## config.mk

```make
export PLATFORM = sky130hd
export DESIGN_NAME = wsa_arb
export DESIGN_NICKNAME = d
export VERILOG_FILES = /design/src/rtl/wsa_pkg.sv /design/src/rtl/wsa_tag_fifo.sv /design/src/rtl/wsa_arb.sv
export SDC_FILE = /design/constraint.sdc
export NUM_CORES = 1
export LEC_CHECK = 0
export CELL_PAD_IN_SITES_DETAIL_PLACEMENT = 2
export CELL_PAD_IN_SITES_GLOBAL_PLACEMENT = 2
export CORE_ASPECT_RATIO = 0.8
export CORE_UTILIZATION = 21
export CTS_CLUSTER_DIAMETER = 120
export DETAILED_ROUTE_END_ITERATION = 7
export PLACE_DENSITY = 0.84
export SKIP_CTS_REPAIR_TIMING = 1
export SLEW_MARGIN = 0
export SYNTH_ARGS = -nofsm -noshare
export SYNTH_HDL_FRONTEND = slang
export SYNTH_SLANG_ARGS = --single-unit
```

## constraint.sdc

```tcl
create_clock -name clk -period 4.5 [get_ports clk]
set_input_delay 0.675 -clock clk [delete_from_list [all_inputs] [get_ports clk]]
set_output_delay 0.675 -clock clk [all_outputs]
set_load 0.02 [all_outputs]
```

## src/rtl/wsa_pkg.sv

```systemverilog
// Shared types and helpers for the wsa bitwise-unit front end.
// Holds the combined response record and the round-robin pick function.
package wsa_pkg;

    localparam int DATA_W_DEFAULT = 32;
    localparam int MAX_REQ        = 8;
    localparam int IDX_W          = 3;

    typedef struct packed {
        logic [DATA_W_DEFAULT-1:0] res_or;
        logic [DATA_W_DEFAULT-1:0] res_and;
        logic [DATA_W_DEFAULT-1:0] res_xor;
    } wsa_rsp_t;

    typedef struct packed {
        logic             found;
        logic [IDX_W-1:0] idx;
    } rr_pick_t;

    // First valid index after ptr, wrapping modulo n (n active requesters).
    function automatic rr_pick_t rr_pick(input logic [MAX_REQ-1:0] vld,
                                         input logic [IDX_W-1:0]   ptr,
                                         input int                 n);
        rr_pick_t r;
        int       k;
        r = '0;
        for (int i = 1; i <= MAX_REQ; i++) begin
            k = (int'(ptr) + i) % n;
            if (i <= n && !r.found && vld[k[IDX_W-1:0]]) begin
                r.found = 1'b1;
                r.idx   = k[IDX_W-1:0];
            end
        end
        return r;
    endfunction

endpackage

```

## src/rtl/wsa_tag_fifo.sv

```systemverilog
// In-order FIFO of requester tags for results still owed by the wsa unit.
// Pointers carry one extra wrap bit so full and empty are distinguishable.
module wsa_tag_fifo #(
    parameter int W     = 1,
    parameter int DEPTH = 4
) (
    input  logic         clk,
    input  logic         rst,
    input  logic         push,
    input  logic [W-1:0] din,
    input  logic         pop,
    output logic         full,
    output logic         empty,
    output logic [W-1:0] head
);

    localparam int AW = $clog2(DEPTH);

    logic [W-1:0] mem [DEPTH];
    logic [AW:0]  wr_ptr;
    logic [AW:0]  rd_ptr;

    assign empty = (wr_ptr == rd_ptr);
    assign full  = (wr_ptr[AW] != rd_ptr[AW]) && (wr_ptr[AW-1:0] == rd_ptr[AW-1:0]);
    assign head  = mem[rd_ptr[AW-1:0]];

    always_ff @(posedge clk) begin
        if (rst) begin
            wr_ptr <= '0;
            rd_ptr <= '0;
        end else begin
            if (push && !full) begin
                wr_ptr <= wr_ptr + (AW+1)'(1);
            end
            if (pop && !empty) begin
                rd_ptr <= rd_ptr + (AW+1)'(1);
            end
        end
    end

    always_ff @(posedge clk) begin
        if (push && !full) begin
            mem[wr_ptr[AW-1:0]] <= din;
        end
    end

endmodule

```

## src/rtl/wsa_arb.sv

```systemverilog
// Round-robin front end sharing one in-order wsa bitwise unit between requesters.
// Issues operand pairs, gathers the three result channels and routes the response by tag.
module wsa_arb
    import wsa_pkg::*;
#(
    parameter int NUM_REQ   = 2,
    parameter int DATA_W    = DATA_W_DEFAULT,
    parameter int TAG_DEPTH = 4
) (
    input  logic                      clk,
    input  logic                      rst,
    input  logic [NUM_REQ*DATA_W-1:0] req_a,
    input  logic [NUM_REQ*DATA_W-1:0] req_b,
    input  logic [NUM_REQ-1:0]        req_vld,
    output logic [NUM_REQ-1:0]        req_rdy,
    output logic [DATA_W-1:0]         wsa_in0,
    output logic                      wsa_in0_vld,
    input  logic                      wsa_in0_rdy,
    output logic [DATA_W-1:0]         wsa_in1,
    output logic                      wsa_in1_vld,
    input  logic                      wsa_in1_rdy,
    input  logic [DATA_W-1:0]         wsa_out0,
    input  logic                      wsa_out0_vld,
    output logic                      wsa_out0_rdy,
    input  logic [DATA_W-1:0]         wsa_out1,
    input  logic                      wsa_out1_vld,
    output logic                      wsa_out1_rdy,
    input  logic [DATA_W-1:0]         wsa_out2,
    input  logic                      wsa_out2_vld,
    output logic                      wsa_out2_rdy,
    output logic [DATA_W-1:0]         rsp_or,
    output logic [DATA_W-1:0]         rsp_and,
    output logic [DATA_W-1:0]         rsp_xor,
    output logic [NUM_REQ-1:0]        rsp_vld,
    input  logic [NUM_REQ-1:0]        rsp_rdy,
    output logic                      busy,
    output logic                      err
);

    localparam int TAG_W = (NUM_REQ > 1) ? $clog2(NUM_REQ) : 1;

    logic [TAG_W-1:0]  rr_ptr;
    rr_pick_t          pick;
    logic [TAG_W-1:0]  grant;
    logic              accept;
    logic              unused_idx;

    logic              iss_vld_p0;
    logic              sent0_p0;
    logic              sent1_p0;
    logic [DATA_W-1:0] iss_a_p0;
    logic [DATA_W-1:0] iss_b_p0;
    logic              hs_in0;
    logic              hs_in1;
    logic              iss_done;

    logic              fifo_full;
    logic              fifo_empty;
    logic              fifo_pop;
    logic [TAG_W-1:0]  tag_head;

    wsa_rsp_t          res_p1;
    logic [2:0]        got_p1;
    logic [2:0]        out_hs;
    logic              rsp_all;
    logic              err_q;

    // Arbitration: accept only into an empty issue slot with tag space left
    always_comb begin
        pick    = rr_pick(MAX_REQ'(req_vld), IDX_W'(rr_ptr), NUM_REQ);
        grant   = pick.idx[TAG_W-1:0];
        accept  = pick.found & ~iss_vld_p0 & ~fifo_full;
        req_rdy = '0;
        if (accept) begin
            req_rdy[grant] = 1'b1;
        end
    end

    assign unused_idx = ^pick.idx;

    // Stage p0: issue slot, each operand channel retires independently
    assign hs_in0   = wsa_in0_vld & wsa_in0_rdy;
    assign hs_in1   = wsa_in1_vld & wsa_in1_rdy;
    assign iss_done = iss_vld_p0 & (sent0_p0 | hs_in0) & (sent1_p0 | hs_in1);

    always_ff @(posedge clk) begin
        if (rst) begin
            rr_ptr     <= TAG_W'(NUM_REQ - 1);
            iss_vld_p0 <= 1'b0;
            sent0_p0   <= 1'b0;
            sent1_p0   <= 1'b0;
            iss_a_p0   <= '0;
            iss_b_p0   <= '0;
        end else if (accept) begin
            rr_ptr     <= grant;
            iss_vld_p0 <= 1'b1;
            iss_a_p0   <= req_a[grant*DATA_W +: DATA_W];
            iss_b_p0   <= req_b[grant*DATA_W +: DATA_W];
        end else if (iss_done) begin
            iss_vld_p0 <= 1'b0;
            sent0_p0   <= 1'b0;
            sent1_p0   <= 1'b0;
        end else begin
            if (hs_in0) begin
                sent0_p0 <= 1'b1;
            end
            if (hs_in1) begin
                sent1_p0 <= 1'b1;
            end
        end
    end

    assign wsa_in0     = iss_a_p0;
    assign wsa_in1     = iss_b_p0;
    assign wsa_in0_vld = iss_vld_p0 & ~sent0_p0;
    assign wsa_in1_vld = iss_vld_p0 & ~sent1_p0;

    wsa_tag_fifo #(
        .W     (TAG_W),
        .DEPTH (TAG_DEPTH)
    ) u_tags (
        .clk   (clk),
        .rst   (rst),
        .push  (accept),
        .din   (grant),
        .pop   (fifo_pop),
        .full  (fifo_full),
        .empty (fifo_empty),
        .head  (tag_head)
    );

    // Stage p1: result collection, one register and got flag per channel
    assign wsa_out0_rdy = ~got_p1[0];
    assign wsa_out1_rdy = ~got_p1[1];
    assign wsa_out2_rdy = ~got_p1[2];
    assign out_hs       = {wsa_out2_vld & wsa_out2_rdy,
                           wsa_out1_vld & wsa_out1_rdy,
                           wsa_out0_vld & wsa_out0_rdy};
    assign rsp_all      = (&got_p1) & ~fifo_empty;
    assign fifo_pop     = rsp_all & rsp_rdy[tag_head];

    always_ff @(posedge clk) begin
        if (rst) begin
            got_p1 <= '0;
            res_p1 <= '0;
            err_q  <= 1'b0;
        end else begin
            if (fifo_pop) begin
                got_p1 <= '0;
            end else begin
                got_p1 <= got_p1 | out_hs;
            end
            if (out_hs[0]) begin
                res_p1.res_or <= DATA_W_DEFAULT'(wsa_out0);
            end
            if (out_hs[1]) begin
                res_p1.res_and <= DATA_W_DEFAULT'(wsa_out1);
            end
            if (out_hs[2]) begin
                res_p1.res_xor <= DATA_W_DEFAULT'(wsa_out2);
            end
            if ((|out_hs) && fifo_empty) begin
                err_q <= 1'b1;
            end
        end
    end

    always_comb begin
        rsp_vld = '0;
        if (rsp_all) begin
            rsp_vld[tag_head] = 1'b1;
        end
    end

    assign rsp_or  = res_p1.res_or[DATA_W-1:0];
    assign rsp_and = res_p1.res_and[DATA_W-1:0];
    assign rsp_xor = res_p1.res_xor[DATA_W-1:0];
    assign busy    = ~fifo_empty | iss_vld_p0;
    assign err     = err_q;

endmodule

```

==> run metrics <==
status complete, no violations; clock sinks 180; minimum clock period 3.286 ns; fraction of layout cells with a size suffix above 1 4.798%; Detailed Place HPWL 22,470 um; drt total wl 30,630 um; Vias/cell 4.648; buffers added on ports 405; vias in the first global route 8,069; RSZ-0062 raised after global routing no; Max VDD drop 232.4 uV; total power 4.250 mW; R2R depth 5; first-pass GRT wire length 45,720 um; Setup TNS 0 ns; worst path required time 3.83 ns; DR pass1 iterations 4; Slowest cell on crit path clkdlybuf4s50_1; worst-path fanout max 6; PwrDens 360.5 nW/um^2; Fin Clk Skew 0.01923 ns; Die Wd 203.6 um; delay-heaviest family, CP buffers and inverters; standard-cell rows 58; Hold WC Path Type flip-flop to flip-flop; clk_lat worst skew 0.44 ns; Final ANT Viol Nets 0; Slew headroom 28.06%; antenna violations before repair 1; Tcrit/Tclk final 73.02%; Final Hold Viols 0; hold depth 2; Post-Syn Area per Cell 8.388 um^2; deepest clock path buffer count 2; RD Place Congestion 0.7488; Final setup viols 0; WL per Instance 19.04 um; Area contributors post-synth dfxtp_1 52%, a21oi_1 12%, nand2_1 11%, a22oi_1 7.0%, nand3_1 4.9%; area fraction of the dominant cell type after synthesis 51.60%; CP Cell Sequence xor2_1 > and3b_1 > nor3b_1 > clkdlybuf4s50_1; CTS tree built; grt total ovfl 0; Initial DRC Count 225; Seq/Total Area, Yosys 53.36%; Worst EP arrival 2.61 ns; TritonCTS buffer count 17; Post-synth EDFFs 4; type of the worst setup path flip-flop to primary output; async set-reset flop share out of synthesis 0%; Peak Freq 304.3 MHz; Yosys reg bits 180; Area growth syn-to-layout 72.68%; clk root buf clkbuf_16; Non-Filler Instances 1,609; register cell area after layout 3643 um^2; Starting Density 21.53%; # DRC 0; area of the multi-input gates 2892 um^2; Ports 406; Die ar. 33,240 um^2; LEAKAGE 4.212 nW; Fill cells 3,508; Yosys top cell by area dfxtp_1; via count 7,478; largest net degree at the start of global routing 115; nets 1,415; H-tree level count 4; placed cells 1,576; CP endpoint kind primary output; synth warn 0; CP max stage delay 0.67 ns; Final Max Slew Viols 0; synthesized area 6828 um^2; CP startpoint kind flip-flop; core box area 31,710 um^2; overall die height 163.3 um; Max Cap Violations 0; Syn Nets 1,054; GRT Resource Usage Total 17.95%; Least-Margin Pin Slew 1.074 ns; Mapped Cells 814; synth unique cells 34; Worst Path Buf+Inv 1; dominant synthesized flop cell dfxtp_1; Stages on worst setup path 4; Reg clk slew, reported paths 0.07 ns
## cell usage in the layout (no fill, tap or decap), types with 4 or more instances in the layout
master / Yosys / final
clkdlybuf4s50_1: 0 / 404
nand2_1: 195 / 195
dfxtp_1: 176 / 176
a21oi_1: 165 / 165
nand3_1: 67 / 67
a22oi_1: 64 / 64
clkbuf_16: 0 / 17
buf_4: 0 / 11
nor2_1: 10 / 10
nand2b_1: 7 / 7
inv_1: 6 / 6
nor3_1: 6 / 6
ha_1: 5 / 5
and2_1: 4 / 4
nor2b_1: 7 / 4
clkinvlp_4: 0 / 4
inv_6: 0 / 4
edfxtp_1: 4 / 4
## area by class of cell
cell class	count	share of cell area [%]
timing repair buffer	417	35.26
clock inverter	14	0.9976
multi-input combinational	553	24.52
tap	420	4.457
antenna	1	0.02122
clock buffer	18	3.640
inverter	6	0.1910
sequential	180	30.90
## report_power, final
part | total [mW] | internal, mW | switching, mW | leakage [nW]
logic | 1.01 | 0.494 | 0.514 | 2.47
registers | 1.79 | 1.72 | 0.0716 | 1.49
clock network | 1.45 | 0.725 | 0.728 | 0.259
total | 4.25 | 2.94 | 1.31 | 4.21
## stage by stage
stage          setup WS (ns)  hold slack [ns]  instance area [um^2]  utilization [%]
6_report               1.214           0.4552                 11790            37.18
5_1_grt                1.051           0.4826                 11790            37.18
4_1_cts                1.099           0.4586                 11790            37.17
3_5_place_dp           1.386           0.4487                 11240            35.45
3_3_place_gp           1.382           0.4412                 11240            35.45
2_1_floorplan          1.977           0.4371                  6828                -
## cell usage after synthesis (all sizes together), types with 2 or more instances
master,count
nand2,195
dfxtp,176
a21oi,165
nand3,67
a22oi,64
clkbuf,60
buf,15
nor2,10
nand2b,7
nor2b,7
nor3,7
inv,6
ha,5
and2,4
edfxtp,4
mux2,3
xnor2,3
a311oi,2
mux2i,2
o21a,2
## per-layer routing
metal	global-route usage (%)	up-vias	routed length, um
met4	6.220	0	757
met3	7.003	37	2514
met5	0	-	0
met2	31.34	278	15090
li1	-	3510	-
met1	19.80	3653	12270
## kinds of logic after synthesis
logic type | share of synthesized area, %
XOR/XNOR | 0.5132
multiplexers | 1.118
AO/OA/AOI/OAI | 20.29
flip-flops | 53.36
buffers and inverters | 4.838
AND/OR/NAND/NOR | 18.97
adder cells (fa/ha/maj) | 0.9163
## worst register-to-register path: stages, from the launching register on
cell     delay [ns]
dfxtp_1        0.38
xnor2_1        0.53
a311o_2        0.30
buf_4          0.64
a22oi_1        0.25
a21oi_1        0.22
## final timing paths
path / start / end / slack (ns)
setup / recovery: u_tags.rd_ptr[2] / rsp_vld[1] / 1.21
hold / removal: rsp_and[16] / rsp_and[16] / 0.46
setup reg to reg: u_tags.wr_ptr[0] / wsa_in1[13] / 2.11
hold reg to reg: rsp_and[16] / rsp_and[16] / 0.46
## state kept, by name (all words and copies together) (netlist names), named ones only
signal         flops
rsp_and           32
rsp_or            32
rsp_xor           32
wsa_in0           32
wsa_in1           32
u_tags.mem         4
got_p1             3
u_tags.rd_ptr      3
u_tags.wr_ptr      3
err                1
iss_vld_p0         1
rr_ptr             1
sent0_p0           1
sent1_p0           1
(Power assumes the default switching activity.)
